==> config.mk <==
export PLATFORM = sky130hd
export DESIGN_NAME = mem_arbiter
export DESIGN_NICKNAME = d
export VERILOG_FILES = /design/src/rtl/mem_arbiter.sv
export SDC_FILE = /design/constraint.sdc
export NUM_CORES = 1
export LEC_CHECK = 0
export ABC_AREA = 1
export BUFFER_PORTS_ARGS = -buffer_cell sky130_fd_sc_hd__clkbuf_2
export CAP_MARGIN = 25
export CORE_MARGIN = 5
export CORE_UTILIZATION = 40
export DETAILED_ROUTE_END_ITERATION = 8
export GPL_TIMING_DRIVEN = 0
export PLACE_DENSITY = 0.75
export SLEW_MARGIN = 20
export SYNTH_ARGS = -nofsm -noshare
export SYNTH_HDL_FRONTEND = slang
export SYNTH_SLANG_ARGS = --single-unit
export TNS_END_PERCENT = 100
==> constraint.sdc <==
create_clock -name clk -period 1.9 [get_ports clk]
set_input_delay 0.38 -clock clk [delete_from_list [all_inputs] [get_ports clk]]
set_output_delay 0.38 -clock clk [all_outputs]
set_load 0.01 [all_outputs]
==> src/rtl/mem_arbiter.sv <==
// Two-port (CPU = port 0, DMA = port 1) arbiter for a single word-wide I/O bus, sequenced IDLE -> ACCESS -> DONE.
// Define ARB_ROUND_ROBIN_EN for round-robin on simultaneous requests; otherwise port 0 has fixed priority.
module mem_arbiter #(
  parameter int unsigned WAIT_CYCLES = 1
) (
  input  logic        clk,
  input  logic        reset,
  input  logic        req0,
  input  logic        req1,
  input  logic        we0,
  input  logic        we1,
  input  logic [15:0] addr0,
  input  logic [15:0] addr1,
  input  logic [15:0] wdata0,
  input  logic [15:0] wdata1,
  output logic        gnt0,
  output logic        gnt1,
  output logic        done0,
  output logic        done1,
  output logic [15:0] rdata,
  output logic [15:0] bus_dir,
  output logic        bus_oe,
  output logic [15:0] bus_wdata,
  output logic        bus_drive,
  input  logic [15:0] bus_rdata
);

  typedef enum logic [1:0] {IDLE, ACCESS, DONE} state_t;

  localparam logic [3:0] WAIT_LOAD = 4'(WAIT_CYCLES);

  state_t      state_q, state_d;
  logic [3:0]  cnt_q, cnt_d;
  logic        gnt0_q, gnt0_d;
  logic        gnt1_q, gnt1_d;
  logic        done0_q, done0_d;
  logic        done1_q, done1_d;
  logic [15:0] rdata_q, rdata_d;
  logic [15:0] bus_dir_q, bus_dir_d;
  logic        bus_oe_q, bus_oe_d;
  logic [15:0] bus_wdata_q, bus_wdata_d;
  logic        bus_drive_q, bus_drive_d;
  logic        pick;

`ifdef ARB_ROUND_ROBIN_EN
  // rr_q names the port preferred on the next tie: the one not granted most recently.
  logic rr_q, rr_d;

  always_comb begin
    if (req0 && req1) pick = rr_q;
    else              pick = req1;
  end
`else
  always_comb pick = !req0;
`endif

  always_comb begin
    state_d     = state_q;
    cnt_d       = cnt_q;
    gnt0_d      = gnt0_q;
    gnt1_d      = gnt1_q;
    done0_d     = 1'b0;
    done1_d     = 1'b0;
    rdata_d     = rdata_q;
    bus_dir_d   = bus_dir_q;
    bus_oe_d    = bus_oe_q;
    bus_wdata_d = bus_wdata_q;
    bus_drive_d = bus_drive_q;
`ifdef ARB_ROUND_ROBIN_EN
    rr_d        = rr_q;
`endif
    case (state_q)
      IDLE: begin
        if (req0 || req1) begin
          // Latch the winner's request once; later changes on its inputs have no effect.
          state_d     = ACCESS;
          cnt_d       = WAIT_LOAD;
          gnt0_d      = !pick;
          gnt1_d      = pick;
          bus_dir_d   = pick ? addr1  : addr0;
          bus_oe_d    = pick ? we1    : we0;
          bus_drive_d = pick ? we1    : we0;
          bus_wdata_d = pick ? wdata1 : wdata0;
`ifdef ARB_ROUND_ROBIN_EN
          rr_d        = !pick;
`endif
        end
      end
      ACCESS: begin
        if (cnt_q == 4'd0) begin
          state_d     = DONE;
          gnt0_d      = 1'b0;
          gnt1_d      = 1'b0;
          done0_d     = gnt0_q;
          done1_d     = gnt1_q;
          bus_oe_d    = 1'b0;
          bus_drive_d = 1'b0;
          if (!bus_oe_q) rdata_d = bus_rdata;
        end else begin
          cnt_d = cnt_q - 4'd1;
        end
      end
      DONE:    state_d = IDLE;
      default: state_d = IDLE;
    endcase
  end

  always_ff @(posedge clk or posedge reset) begin
    if (reset) begin
      state_q     <= IDLE;
      cnt_q       <= 4'd0;
      gnt0_q      <= 1'b0;
      gnt1_q      <= 1'b0;
      done0_q     <= 1'b0;
      done1_q     <= 1'b0;
      rdata_q     <= 16'h0000;
      bus_dir_q   <= 16'h0000;
      bus_oe_q    <= 1'b0;
      bus_wdata_q <= 16'h0000;
      bus_drive_q <= 1'b0;
`ifdef ARB_ROUND_ROBIN_EN
      rr_q        <= 1'b0;
`endif
    end else begin
      state_q     <= state_d;
      cnt_q       <= cnt_d;
      gnt0_q      <= gnt0_d;
      gnt1_q      <= gnt1_d;
      done0_q     <= done0_d;
      done1_q     <= done1_d;
      rdata_q     <= rdata_d;
      bus_dir_q   <= bus_dir_d;
      bus_oe_q    <= bus_oe_d;
      bus_wdata_q <= bus_wdata_d;
      bus_drive_q <= bus_drive_d;
`ifdef ARB_ROUND_ROBIN_EN
      rr_q        <= rr_d;
`endif
    end
  end

  assign gnt0      = gnt0_q;
  assign gnt1      = gnt1_q;
  assign done0     = done0_q;
  assign done1     = done1_q;
  assign rdata     = rdata_q;
  assign bus_dir   = bus_dir_q;
  assign bus_oe    = bus_oe_q;
  assign bus_wdata = bus_wdata_q;
  assign bus_drive = bus_drive_q;

endmodule

==> insert_results.sql <==
INSERT INTO impl_metrics (metric_group, metric, value, unit) VALUES
('run_status', 'status', 'finished, final reports clean', ''),
('logic_synthesis', 'post_synthesis_net_count', '391', ''),
('detailed_routing', 'drcViolationCount', '0', ''),
('global_routing', 'grt_max_degree', '38', ''),
('clock_tree', 'clock_path_buffers', '2', ''),
('logic_synthesis', 'synth_cell_types', '23', ''),
('timing', 'finalCritPeriodShare', '0.781', ''),
('detailed_routing', 'first_iter_violations', '53', ''),
('final_layout', 'layout.cells.most_common', 'clkbuf_2', ''),
('final_layout', 'finalCoreUtilization', '0.580', ''),
('logic_synthesis', 'syn-instance-count', '303', ''),
('timing', 'skew', '0.00877', 'ns'),
('logic_synthesis', 'synthesis.yosys.warnings', '0', ''),
('global_routing', 'globalRouteOverflowTotal', '0', ''),
('placed_design', 'pre_cts_slack', '0.405', 'ns'),
('final_layout', 'n_antenna_cell', '0', ''),
('floorplanning', 'die-width', '91.1', 'microns'),
('logic_synthesis', 'synthTopCellsByArea', 'dfrtp_1 (56%), nand2_1 (11%), nor2_1 (10%), o31ai_1 (9.1%), nand3_1 (3.6%)', ''),
('final_layout', 'area_growth_syn_to_layout', '40.9', '%'),
('worst_setup_path', 'regToRegSetupSlack', '0.42', 'ns'),
('global_routing', 'grt_antenna_before_repair', '0', ''),
('timing', 'max_slew_margin', '0.651', ''),
('logic_synthesis', 'synth_top_area_share', '0.561', ''),
('detailed_routing', 'drtAntennaViolNets', '0', ''),
('detailed_routing', 'wire_per_inst', '13.4', 'microns'),
('floorplanning', 'top_level_i_o_count', '140', ''),
('placed_design', 'gpl.final_weighted_congestion', '0.749', ''),
('worst_hold_path', 'worst_hold_path_type', 'primary input to register', ''),
('clock_tree', 'htree_levels', '3', ''),
('timing', 'hold_viol_final', '0', ''),
('clock_tree', 'tritoncts.num_buffers', '9', ''),
('pwr', 'worst_ir_drop_vdd', '0.945', 'mV'),
('logic_synthesis', 'yosys.area.top_type', 'dfrtp_1', ''),
('timing', 'rsz0062_at_grt', 'false', ''),
('global_routing', 'via_count_of_the_first_global_routing_pass', '2620', ''),
('logic_synthesis', 'yosysSeqAreaShare', '0.561', ''),
('floorplanning', 'floorplan.die_area', '8300', 'sq um'),
('worst_setup_path', 'setup.worst_path.end_class', 'register', ''),
('detailed_routing', 'routed-wl-met3', '517', 'microns'),
('timing', 'layout_setup_ws', '0.416', 'ns'),
('pwr', 'static-leakage-power', '0.00204', 'uW'),
('floorplanning', 'core_area', '6390', 'sq um'),
('pwr', 'power-per-cell-area', '1680', 'nW/um^2'),
('detailed_routing', 'routed_via_density', '4.80', ''),
('worst_setup_path', 'cp_data_required_time', '2.11', 'ns'),
('logic_synthesis', 'synth-seq-cells', '59', ''),
('global_routing', 'grt_usage', '0.176', ''),
('floorplanning', 'die_outline_height', '91.1', 'microns'),
('clock_tree', 'root_buffer', 'clkbuf_8', ''),
('final_layout', 'mostFrequentLayoutCells', 'clkbuf_2 (138), nand2_1 (74), nor2_1 (73)', ''),
('placed_design', 'dpl_cell_area', '3440', 'sq um'),
('clock_tree', 'clock_latency_at_the_later_pin_of_the_worst_skew_pair', '0.32', 'ns'),
('detailed_routing', 'detail_route.first_pass.iterations', '4', ''),
('logic_synthesis', 'synthesis.area', '2630', 'sq um'),
('timing', 'slew_violations', '0', ''),
('placed_design', 'dpl.hpwl', '5.54', 'mm'),
('logic_synthesis', 'post_synthesis_area_per_instance', '8.68', 'sq um'),
('detailed_routing', 'wl_met1', '3.03', 'mm'),
('pwr', 'design_power_total', '6220', 'uW'),
('worst_setup_path', 'timing_worst_setup_path_type', 'register to register', ''),
('detailed_routing', 'highest_signal_layer', 'met4', ''),
('final_layout', 'proportion_of_layout_cells_with_a_drive_suffix_above_1', '0.377', ''),
('floorplanning', 'number_of_placement_rows', '29', ''),
('detailed_routing', 'wl_met2', '3.53', 'mm'),
('clock_tree', 'cts.sinks', '59', ''),
('worst_setup_path', 'arrival', '1.70', 'ns'),
('job', 'maxCapViolations', '0', ''),
('detailed_routing', 'num_vias', '2574', ''),
('detailed_routing', 'routed_wirelength', '7.16', 'mm'),
('timing', 'worstMarginPinSlew', '0.523', 'ns'),
('global_routing', 'grt_first_pass_wirelength', '12.2', 'mm'),
('final_layout', 'post-route-cell-area', '3710', 'sq um'),
('floorplanning', 'start_util', '0.412', ''),
('timing', 'hold-worst-slack', '0.283', 'ns'),
('worst_setup_path', 'setup.worst_path.start_class', 'register', ''),
('clock_tree', 'cts_tree', 'built', ''),
('placed_design', 'portBuffers', '138', ''),
('clock_tree', 'path_clk_slew', '0.07', 'ns'),
('final_layout', 'num-nets-final', '542', ''),
('timing', 'final_setup_viols', '0', ''),
('timing', 'fin_crit', '1.48', 'ns'),
('worst_setup_path', 'worstPathMaxFanout', '10', ''),
('timing', 'max_freq', '674', 'MHz');
kinds of logic (layout without fill, tap and decap cells):
kind of cell | after synthesis | after routing | share of synthesized area
xor gates and xnor gates | 1 | 1 | 0.00333
AOI/OAI and AO/OA | 41 | 41 | 0.110
DFF | 59 | 59 | 0.561
and+or+nand+nor | 171 | 171 | 0.263
adders and majority gates | 2 | 2 | 0.00951
buffers and inverters | 29 | 185 | 0.0528
through the flow:
stage               setup TNS, ns  std cells
floorplan                       0        303
global placement           -38.24        518
detailed placement              0        519
CTS                             0        536
global route                    0        536
finish                          0        536
worst max-delay path, cell delays in order (launching register included):
cell	delay (ns)
dfrtp_1	0.38
inv_1	0.12
ha_1	0.20
nand3_2	0.13
inv_4	0.14
nand2_4	0.09
buf_2	0.20
nand2_1	0.07
nand2_1	0.05
state kept, by name, indices dropped and copies added (netlist names):
name       flops
gnt0           1
done1          1
state_q        2
done0          1
bus_wdata     16
gnt1           1
rdata         16
bus_drive      1
bus_dir       16
cnt_q          4
path summary, 6_finish.rpt:
path | startpoint | endpoint | cells past startpoint
worst min-delay path | bus_rdata[14] | rdata[14] | 3
max in group asynchronous | reset | bus_wdata[3] | 4
worst max-delay path | cnt_q[0] | rdata[10] | 8
worst max register to register | cnt_q[0] | rdata[10] | 8
min in group asynchronous | reset | rdata[13] | 3
worst min register to register | rdata[3] | rdata[3] | 2
Yosys cell counts:
library cell and number:
ha_1 2, buf_2 7, inv_1 7, xor2_1 1
clkinv_1 2, buf_4 5, nand2_2 1, o31ai_1 32
o21ai_2 1, nand2_4 1, nor2_1 73, inv_4 1
o21ai_0 4, nand4_1 1, a21oi_1 1, inv_2 1
nand3_1 19, nand2_1 74, o21ai_1 3, nor2_4 1
clkbuf_1 6, nand3_2 1, dfrtp_1 59
metal layers:
metal | track usage | vias to the layer above
met5 | 0 | -
met4 | 0.0550 | 0
met3 | 0.0529 | 9
met2 | 0.291 | 85
met1 | 0.220 | 1181
li1 | - | 1299
power by group:
part / total [uW] / switching (uW) / leakage, uW / internal [uW]
Clock: 1490 / 484 / 0.000128 / 1000
Sequential: 2200 / 325 / 0.000726 / 1870
Combinational: 2530 / 1530 / 0.00119 / 1000
Total: 6220 / 2340 / 0.00204 / 3880
layout make-up:
cell class,instances,area [sq um]
Buffer,18,95.1
Clock buffer,11,131
Clock inverter,5,125
Fill cell,610,2680
Inverter,11,46.3
Multi-Input combinational cell,215,1010
Sequential cell,59,1480
Tap cell,77,96.3
Timing Repair Buffer,140,721
timing repair:
item | in CTS | in global routing
hold endpoints to repair | 14 | 0
endpoints found under the setup margin | 0 | 0
gates resized for setup | 0 | 0
setup buffers | 0 | 0
hold buffers | 1 | 0
Power figures use the tool's default switching activity.
